**config.mk**
```make
export PLATFORM = sky130hd
export DESIGN_NAME = minibyte_ctrl_fsm
export DESIGN_NICKNAME = d
export VERILOG_FILES = /design/src/rtl/minibyte_pkg.sv /design/src/rtl/minibyte_op_decode.sv /design/src/rtl/minibyte_ctrl_fsm.sv
export SDC_FILE = /design/constraint.sdc
export NUM_CORES = 1
export LEC_CHECK = 0
export ABC_CLOCK_PERIOD_IN_PS = 1900
export BUFFER_PORTS_ARGS = -buffer_cell sky130_fd_sc_hd__buf_2
export CORE_AREA = 2 2 39 41
export DETAILED_ROUTE_END_ITERATION = 6
export DIE_AREA = 0 0 41 43
export PLACE_DENSITY = 0.68
export SETUP_SLACK_MARGIN = 0.15
export SLEW_MARGIN = 20
export SYNTH_ARGS = -nofsm -noshare
export SYNTH_HDL_FRONTEND = slang
export SYNTH_SLANG_ARGS = --single-unit
```
**constraint.sdc**
```tcl
create_clock -name clk -period 1.9 [get_ports clk]
set_input_delay 0.19 -clock clk [delete_from_list [all_inputs] [get_ports clk]]
set_output_delay 0.19 -clock clk [all_outputs]
set_load 0.03 [all_outputs]
```
**src/rtl/minibyte_pkg.sv**
```systemverilog
`default_nettype none
// ============================================================================
//  Module   : minibyte_pkg
//  Brief    : Shared encodings for the MiniByte control unit: FSM state codes,
//             opcode map, ACC source select and ALU operation codes.
//  Revision : 1.0 - initial release
// ============================================================================
package minibyte_pkg;

   // FSM state encodings (also exported on state_dbg)
   localparam logic [3:0] ST_RESET  = 4'd0;
   localparam logic [3:0] ST_FETCH  = 4'd1;
   localparam logic [3:0] ST_DECODE = 4'd2;
   localparam logic [3:0] ST_ARG    = 4'd3;
   localparam logic [3:0] ST_EXEC   = 4'd4;
   localparam logic [3:0] ST_MEM    = 4'd5;
   localparam logic [3:0] ST_HALT   = 4'd6;
   localparam logic [3:0] ST_STEP   = 4'd7;

   // Opcode map (IR[7:4]); B..E are illegal and behave as NOP
   localparam logic [3:0] OP_NOP = 4'h0;
   localparam logic [3:0] OP_LDI = 4'h1;
   localparam logic [3:0] OP_LDA = 4'h2;
   localparam logic [3:0] OP_STA = 4'h3;
   localparam logic [3:0] OP_ADD = 4'h4;
   localparam logic [3:0] OP_SUB = 4'h5;
   localparam logic [3:0] OP_AND = 4'h6;
   localparam logic [3:0] OP_OR  = 4'h7;
   localparam logic [3:0] OP_JMP = 4'h8;
   localparam logic [3:0] OP_JZ  = 4'h9;
   localparam logic [3:0] OP_RSV = 4'hA;
   localparam logic [3:0] OP_HLT = 4'hF;

   // ACC load source select
   localparam logic [1:0] ACC_SRC_ALU = 2'd0;
   localparam logic [1:0] ACC_SRC_BUS = 2'd1;
   localparam logic [1:0] ACC_SRC_ARG = 2'd2;

   // ALU operation codes
   localparam logic [1:0] ALU_ADD = 2'd0;
   localparam logic [1:0] ALU_SUB = 2'd1;
   localparam logic [1:0] ALU_AND = 2'd2;
   localparam logic [1:0] ALU_OR  = 2'd3;

endpackage : minibyte_pkg
`default_nettype wire

```
**src/rtl/minibyte_op_decode.sv**
```systemverilog
`default_nettype none
// ============================================================================
//  Module   : minibyte_op_decode
//  Brief    : Combinational opcode classifier for the MiniByte control FSM.
//  Revision : 1.0 - initial release
// ============================================================================
module minibyte_op_decode
   import minibyte_pkg::*;
(
   input  logic [3:0] opcode,
   output logic       needs_arg,
   output logic       is_mem,
   output logic       is_store,
   output logic       is_jump,
   output logic       is_halt,
   output logic [1:0] alu_op
);

   // Classify the opcode into the attributes the sequencer needs
   always_comb begin
      needs_arg = (opcode >= OP_LDI) && (opcode <= OP_RSV);
      is_mem    = (opcode >= OP_LDA) && (opcode <= OP_OR);
      is_store  = (opcode == OP_STA);
      is_jump   = (opcode == OP_JMP) || (opcode == OP_JZ);
      is_halt   = (opcode == OP_HLT);
      // For ADD..OR (4..7), op-4 is exactly the low two opcode bits
      alu_op    = ALU_ADD;
      if ((opcode >= OP_ADD) && (opcode <= OP_OR)) begin
         alu_op = opcode[1:0];
      end
   end

endmodule : minibyte_op_decode
`default_nettype wire

```
**src/rtl/minibyte_ctrl_fsm.sv**
```systemverilog
`default_nettype none
// ============================================================================
//  Module   : minibyte_ctrl_fsm
//  Brief    : Fetch/decode/execute sequencer for the MiniByte 8-bit
//             accumulator CPU. Owns the memory bus handshake and drives the
//             PC/IR/ARG/ACC datapath strobes.
//  Options  : MINIBYTE_SINGLE_STEP_EN - adds the step input and the STEP
//             state entered after every completed instruction.
//  Revision : 1.0 - initial release
// ============================================================================
module minibyte_ctrl_fsm
   import minibyte_pkg::*;
(
   input  logic       clk,
   input  logic       rst_n,
   input  logic       ena,
`ifdef MINIBYTE_SINGLE_STEP_EN
   input  logic       step,
`endif
   input  logic [3:0] ir_opcode,
   input  logic       acc_zero,
   input  logic       mem_ack,
   output logic       mem_req,
   output logic       mem_we,
   output logic       addr_sel,
   output logic       ir_load,
   output logic       arg_load,
   output logic       pc_inc,
   output logic       pc_load,
   output logic       acc_load,
   output logic [1:0] acc_src,
   output logic [1:0] alu_op,
   output logic       halted,
   output logic [3:0] state_dbg
);

   // Where the sequencer goes once an instruction has completed
`ifdef MINIBYTE_SINGLE_STEP_EN
   localparam logic [3:0] ST_NEXT_INSN = ST_STEP;
`else
   localparam logic [3:0] ST_NEXT_INSN = ST_FETCH;
`endif

   logic [3:0] state_q;
   logic [3:0] state_d;

   logic       dec_needs_arg;
   logic       dec_is_mem;
   logic       dec_is_store;
   logic       dec_is_jump;
   logic       dec_is_halt;
   logic [1:0] dec_alu_op;

   minibyte_op_decode u_op_decode (
      .opcode    (ir_opcode),
      .needs_arg (dec_needs_arg),
      .is_mem    (dec_is_mem),
      .is_store  (dec_is_store),
      .is_jump   (dec_is_jump),
      .is_halt   (dec_is_halt),
      .alu_op    (dec_alu_op)
   );

   // State register; reset forces RESET, where every output is inactive
   always_ff @(posedge clk or negedge rst_n) begin
      if (!rst_n) begin
         state_q <= ST_RESET;
      end else begin
         state_q <= state_d;
      end
   end

   // Next state and strobes; with ena low the state holds and strobes drop
   always_comb begin
      state_d  = state_q;
      mem_req  = 1'b0;
      mem_we   = 1'b0;
      addr_sel = 1'b0;
      ir_load  = 1'b0;
      arg_load = 1'b0;
      pc_inc   = 1'b0;
      pc_load  = 1'b0;
      acc_load = 1'b0;
      acc_src  = ACC_SRC_ALU;
      alu_op   = ALU_ADD;

      if (ena) begin
         case (state_q)
            ST_RESET: begin
               state_d = ST_NEXT_INSN;
            end

            ST_FETCH: begin
               mem_req = 1'b1;
               if (mem_ack) begin
                  ir_load = 1'b1;
                  pc_inc  = 1'b1;
                  state_d = ST_DECODE;
               end
            end

            ST_DECODE: begin
               if (dec_is_halt) begin
                  state_d = ST_HALT;
               end else if (dec_needs_arg) begin
                  state_d = ST_ARG;
               end else begin
                  // NOP and the illegal opcodes finish here
                  state_d = ST_NEXT_INSN;
               end
            end

            ST_ARG: begin
               mem_req = 1'b1;
               if (mem_ack) begin
                  arg_load = 1'b1;
                  pc_inc   = 1'b1;
                  state_d  = ST_EXEC;
               end
            end

            ST_EXEC: begin
               if (ir_opcode == OP_LDI) begin
                  acc_load = 1'b1;
                  acc_src  = ACC_SRC_ARG;
               end
               if (dec_is_jump) begin
                  pc_load = (ir_opcode == OP_JMP) || acc_zero;
               end
               state_d = dec_is_mem ? ST_MEM : ST_NEXT_INSN;
            end

            ST_MEM: begin
               mem_req  = 1'b1;
               addr_sel = 1'b1;
               mem_we   = dec_is_store;
               if (mem_ack) begin
                  if (!dec_is_store) begin
                     acc_load = 1'b1;
                     if (ir_opcode == OP_LDA) begin
                        acc_src = ACC_SRC_BUS;
                     end else begin
                        acc_src = ACC_SRC_ALU;
                        alu_op  = dec_alu_op;
                     end
                  end
                  state_d = ST_NEXT_INSN;
               end
            end

            ST_HALT: begin
               state_d = ST_HALT;
            end

`ifdef MINIBYTE_SINGLE_STEP_EN
            ST_STEP: begin
               if (step) begin
                  state_d = ST_FETCH;
               end
            end
`endif

            default: begin
               state_d = ST_RESET;
            end
         endcase
      end
   end

   assign halted    = (state_q == ST_HALT);
   assign state_dbg = state_q;

endmodule : minibyte_ctrl_fsm
`default_nettype wire

```
* After elaboration in Yosys (flattened, before gate mapping)
Cells that the tools add are included.
** Storage, ports and cells
- Flip-flop bits (word level) :: 4
- Output and inout bits :: 17
- Input port bits :: 9
- Logic and storage cells :: 70
** Operators by class
- Eq/ne operators :: 15
- Muxes and demuxes :: 40
- Magnitude comparators :: 5
- Reductions and logical operators :: 9
** Operators with widths (number)
- 4-bit one-hot mux with 7 select lines :: 1
- 1-bit two-way mux :: 23
- 2-bit two-way mux :: 9
- 4-bit by 2-bit == test with 1-bit output, second input constant :: 4
- 4-bit by 3-bit == test with 1-bit output, second input constant :: 3
- 4-bit == test, second input constant :: 3
- 4-bit two-way mux :: 3
- 4-bit by 1-bit == test with 1-bit output, second input constant :: 2
- 3-bit two-way mux :: 2
- 2-bit inequality test, second input constant :: 3
- 4-bit by 1-bit >= comparator with 1-bit output, second input constant :: 1
- 4-bit by 2-bit >= comparator with 1-bit output, second input constant :: 1
- 4-bit by 3-bit >= comparator with 1-bit output, second input constant :: 1
- 4-bit by 3-bit less-or-equal comparator with 1-bit output, second input constant :: 1
- 4-bit less-or-equal comparator, second input constant :: 1
- 4-bit logical NOT :: 1
- 2-bit one-hot mux with 2 select lines :: 1
- 4-bit AND reduction :: 1
- 1-bit logical AND :: 3
- 3-bit OR reduction :: 1
- 1-bit logical OR :: 2
- 1-bit one-hot mux with 2 select lines :: 1
- 2-bit OR reduction :: 1

* Depth between registers and ports, before layout
- Word-level depth :: 8
- Depth in mapped cells :: 4

* By module
A second synthesis with hierarchy kept.
** Unflattened totals
- Cells, all modules :: 61
- Area, all modules :: 444.2 um^2
** By module, submodules not included
- minibyte_ctrl_fsm :: cells an instance 49, area each 367.9 um^2, instances 1
- minibyte_op_decode :: cells an instance 12, area each 76.3 um^2, instances 1

* Worst setup path after synthesis
No wires, ideal clock.
- Path type :: register to output
- Start point :: reg state_q[0] (netlist: state_dbg[0])
- End point :: out pc_load
- Required time :: 1.710 ns
- Arrival time :: 1.801 ns
- Cell stages (with the launch flop) :: 5
- Setup slack :: -0.091 ns
- Path buffers :: 1
- Path through :: dfrtp_1 buf_2 nor3b_2 nand3b_2 a2111oi_2
** On the way
- Word-level cells in the longest chain between the ends :: 3
** RTL lines
- start, declared :: line minibyte_ctrl_fsm.sv:44 : logic [3:0] state_q;
- start signal, assigned :: line minibyte_ctrl_fsm.sv:69 : state_q <= state_d;
- 4-bit by 3-bit == test with 1-bit output :: line minibyte_ctrl_fsm.sv:88 : case (state_q)
- 1-bit two-way mux :: line minibyte_ctrl_fsm.sv:88
- 1-bit two-way mux :: line minibyte_ctrl_fsm.sv:87 : if (ena) begin
- end, declared :: line minibyte_ctrl_fsm.sv:29 : output logic pc_load,
Every way passes these cells.

* Worst setup path after layout
- Start point :: reg state_q[0] (netlist: state_dbg[0])
- End point :: out acc_load
** On the way
- Word-level cells in the longest chain between the ends :: 3
** RTL lines
- 4-bit by 3-bit == test with 1-bit output :: line minibyte_ctrl_fsm.sv:88
- 1-bit one-hot mux with 2 select lines * :: line minibyte_ctrl_fsm.sv:88
- 1-bit two-way mux * :: line minibyte_ctrl_fsm.sv:87
- end, declared :: line minibyte_ctrl_fsm.sv:30 : output logic acc_load,
Every way passes the cells marked *; elsewhere a longest branch is shown, timed or not.

==> metrics.txt <==
clk_lat worst skew 230 ps; outcome finished clean; #FFs+latches synth 3; Syn Area/Cell approximately 7.6 um^2; Cell Count, Final, Fillers Out about 100; post-route cell area around 660 um^2; Hold Worst Slack between 200 and 300 ps; Vias/cell around 4.9; CTS buffer count 3; DRT iter0 DRCs 7; RSZ-0062 raised after global routing yes; Main synth FF type dfrtp_1; most frequent cell after synthesis and3_1; Starting Density 30.7%; layout cells sized above 1 between 40% and 50%; Total Wirelength around 1.2 mm; switching power between 0.3 and 0.4 mW; DR DRC count 0; Synth top area share about 18%; combinational power share 65.1%; Die Wd a little over 40 um; power share of the clock group between 10% and 20%; area leader, netlist dfrtp_1; First-pass DRT Iterations 4; sw frac between 40% and 50%; hpwl dp between 800 and 900 um; max reg flops 3; number of global-route vias before repair between 400 and 500; initial antenna violation count 0; Die ar. approximately 1800 um^2; ys async rst share 100%; Seq pwr share around a fifth; CP arrival between 1000 and 1500 ps; CTS Sinks 3; Largest stage delay, worst path roughly 450 ps; PortBufs 24; DP Area 571 um^2; crit path launch state_dbg[0]$_DFFE_PN0P_; instance count of the mapped netlist between 50 and 60; final net count 98; Int Pwr 0.375 mW; crit share post-route just under 90%; Area Growth Syn to Fin 56.6%; pwr dens between 1000 and 1500 nW/um^2; top cells by count, synth and3_1, and2_1; Final Max Tran Viols 0; Worst EP required between 1500 and 2000 ps; H-tree depth 1; Clock Tree Root clkbuf_4; Fin. Hold Viols 0; CORE AREA around 1400 um^2; Netlist Area Pre-Place 424 um^2; Leak 0.368 nW; Rows 14; Filler cells about 150; Peak supply drop about 0.64 mV; Synth area leaders dfrtp_1, and3_1, and2_1, nand2b_1, nor2b_1; clock skew ~1.1 ps; post-synth net total between 60 and 70; setup_tns 0 ps; RePlAce Congestion roughly 0.83; num ports 26; Post-synth EDFFs 0; Synth cell types 32; pin count of the biggest net entering global routing 12; sequential fraction of the synthesis area roughly 18%; wire per inst ~12 um; crit path kind register to primary output; Chip Height between 40 and 50 um; nature of the critical path startpoint register; # setup viols final 0; Placed Cells between 90 and 100; nature of the critical path endpoint primary output; R2R Path Start state_dbg[0]$_DFFE_PN0P_; Hold Path Class input port to async pin; post-route minimum period around 1700 ps; total grt overflow 0; fmax 0.602 GHz; Clock Pin Slew Worst Setup and Hold Paths around 30 ps; Max Cap Viol 0; Via Count 509; GRT Overall Usage between 15 and 20%; crit path cell chain nor3b_4 > nand3b_4 > o22ai_1 > buf_2; CP max FO 7; maximum root-to-sink buffer count 2; first-pass GRT wire length ~1.9 mm; number of diodes 0; Synthesis Warnings 0; CTS tree built; critical path's slowest cell dfrtp_2; Post-DRT Antenna Nets 0
## critical path, delay by kind of cell (launching register included)
family                 cells  cell delay, ps
DFF                        1             450
buffers and inverters      1             220
AOI/OAI and AO/OA          1             180
and+or+nand+nor            2             390
## worst paths after layout
check / endpoint / slack [ps] / cells after the start
max in group asynchronous: state_dbg[1]$_DFFE_PN0P_ / 1500 / 2
setup reg to reg: state_dbg[2]$_DFFE_PN0P_ / 570 / 4
hold / removal: state_dbg[0]$_DFFE_PN0P_ / 280 / 2
setup / recovery: acc_load / 240 / 4
min in group clk: state_dbg[0]$_DFFE_PN0P_ / 350 / 3
hold reg to reg: state_dbg[2]$_DFFE_PN0P_ / 760 / 3
## cells in the final DEF, fill, tap and decap left out, types with 3 or more instances in the layout
cell / n
and2_1: 3
and3_1: 6
buf_2: 23
buf_4: 7
clkbuf_4: 3
inv_1: 3
nand2b_1: 3
nor2_1: 3
## metrics by stage
step / power, mW / worst slack [ps] / util, %
3_5_place_dp: 0.509 / 335 / 41.2
3_3_place_gp: 0.504 / 350 / 41.2
4_1_cts: 0.656 / 168 / 45.3
2_1_floorplan: 0.406 / 143 / -
6_report: 0.711 / 239 / 48.0
5_1_grt: 0.766 / 138 / 48.0
## cell type report
type,instances,area (um^2),area share (%)
clock buffers,4,26.3,3.95
inverters,3,11.3,1.69
multi-input cells,47,352,52.9
flip-flops and latches,3,77.6,11.7
well taps,16,20.0,3.01
repair buffers,31,178,26.7
## logic make-up (layout without fill, tap and decap cells)
group	after synthesis	count (layout)	share of synthesized area [%]
AOI/OAI and AO/OA	12	12	21.5
DFF	3	3	17.7
other	1	1	0.884
buffers and inverters	6	38	6.79
and+or+nand+nor	34	34	53.1
## what timing repair did
item,4_1_cts,5_1_grt
setup endpoints to repair,1,1
gates cloned,0,0
gates resized for setup,3,2
buffers inserted,2,3
hold buffers,1,0
pin swaps,1,2
endpoints found under the hold margin,3,0
## routing by layer
layer  up-vias  global-route usage, %  part of all wire (%)
met3         2                   3.14                   5.2
met1       228                   23.1                    42
met4         0                   6.00                   1.0
met2        14                   20.6                    51
li1        265                      -                     -
met5         -                      0                     0
## power groups by stage
| stage | combinational, mW | sequential (mW) | clock [mW] |
|---|---|---|---|
| 2_1_floorplan | 0.219 | 0.186 | 0 |
| 3_3_place_gp | 0.358 | 0.146 | 0 |
| 3_5_place_dp | 0.359 | 0.150 | 0 |
| 4_1_cts | 0.410 | 0.136 | 0.110 |
| 5_1_grt | 0.499 | 0.147 | 0.120 |
| 6_report | 0.463 | 0.141 | 0.107 |
(Power assumes the default switching activity.)
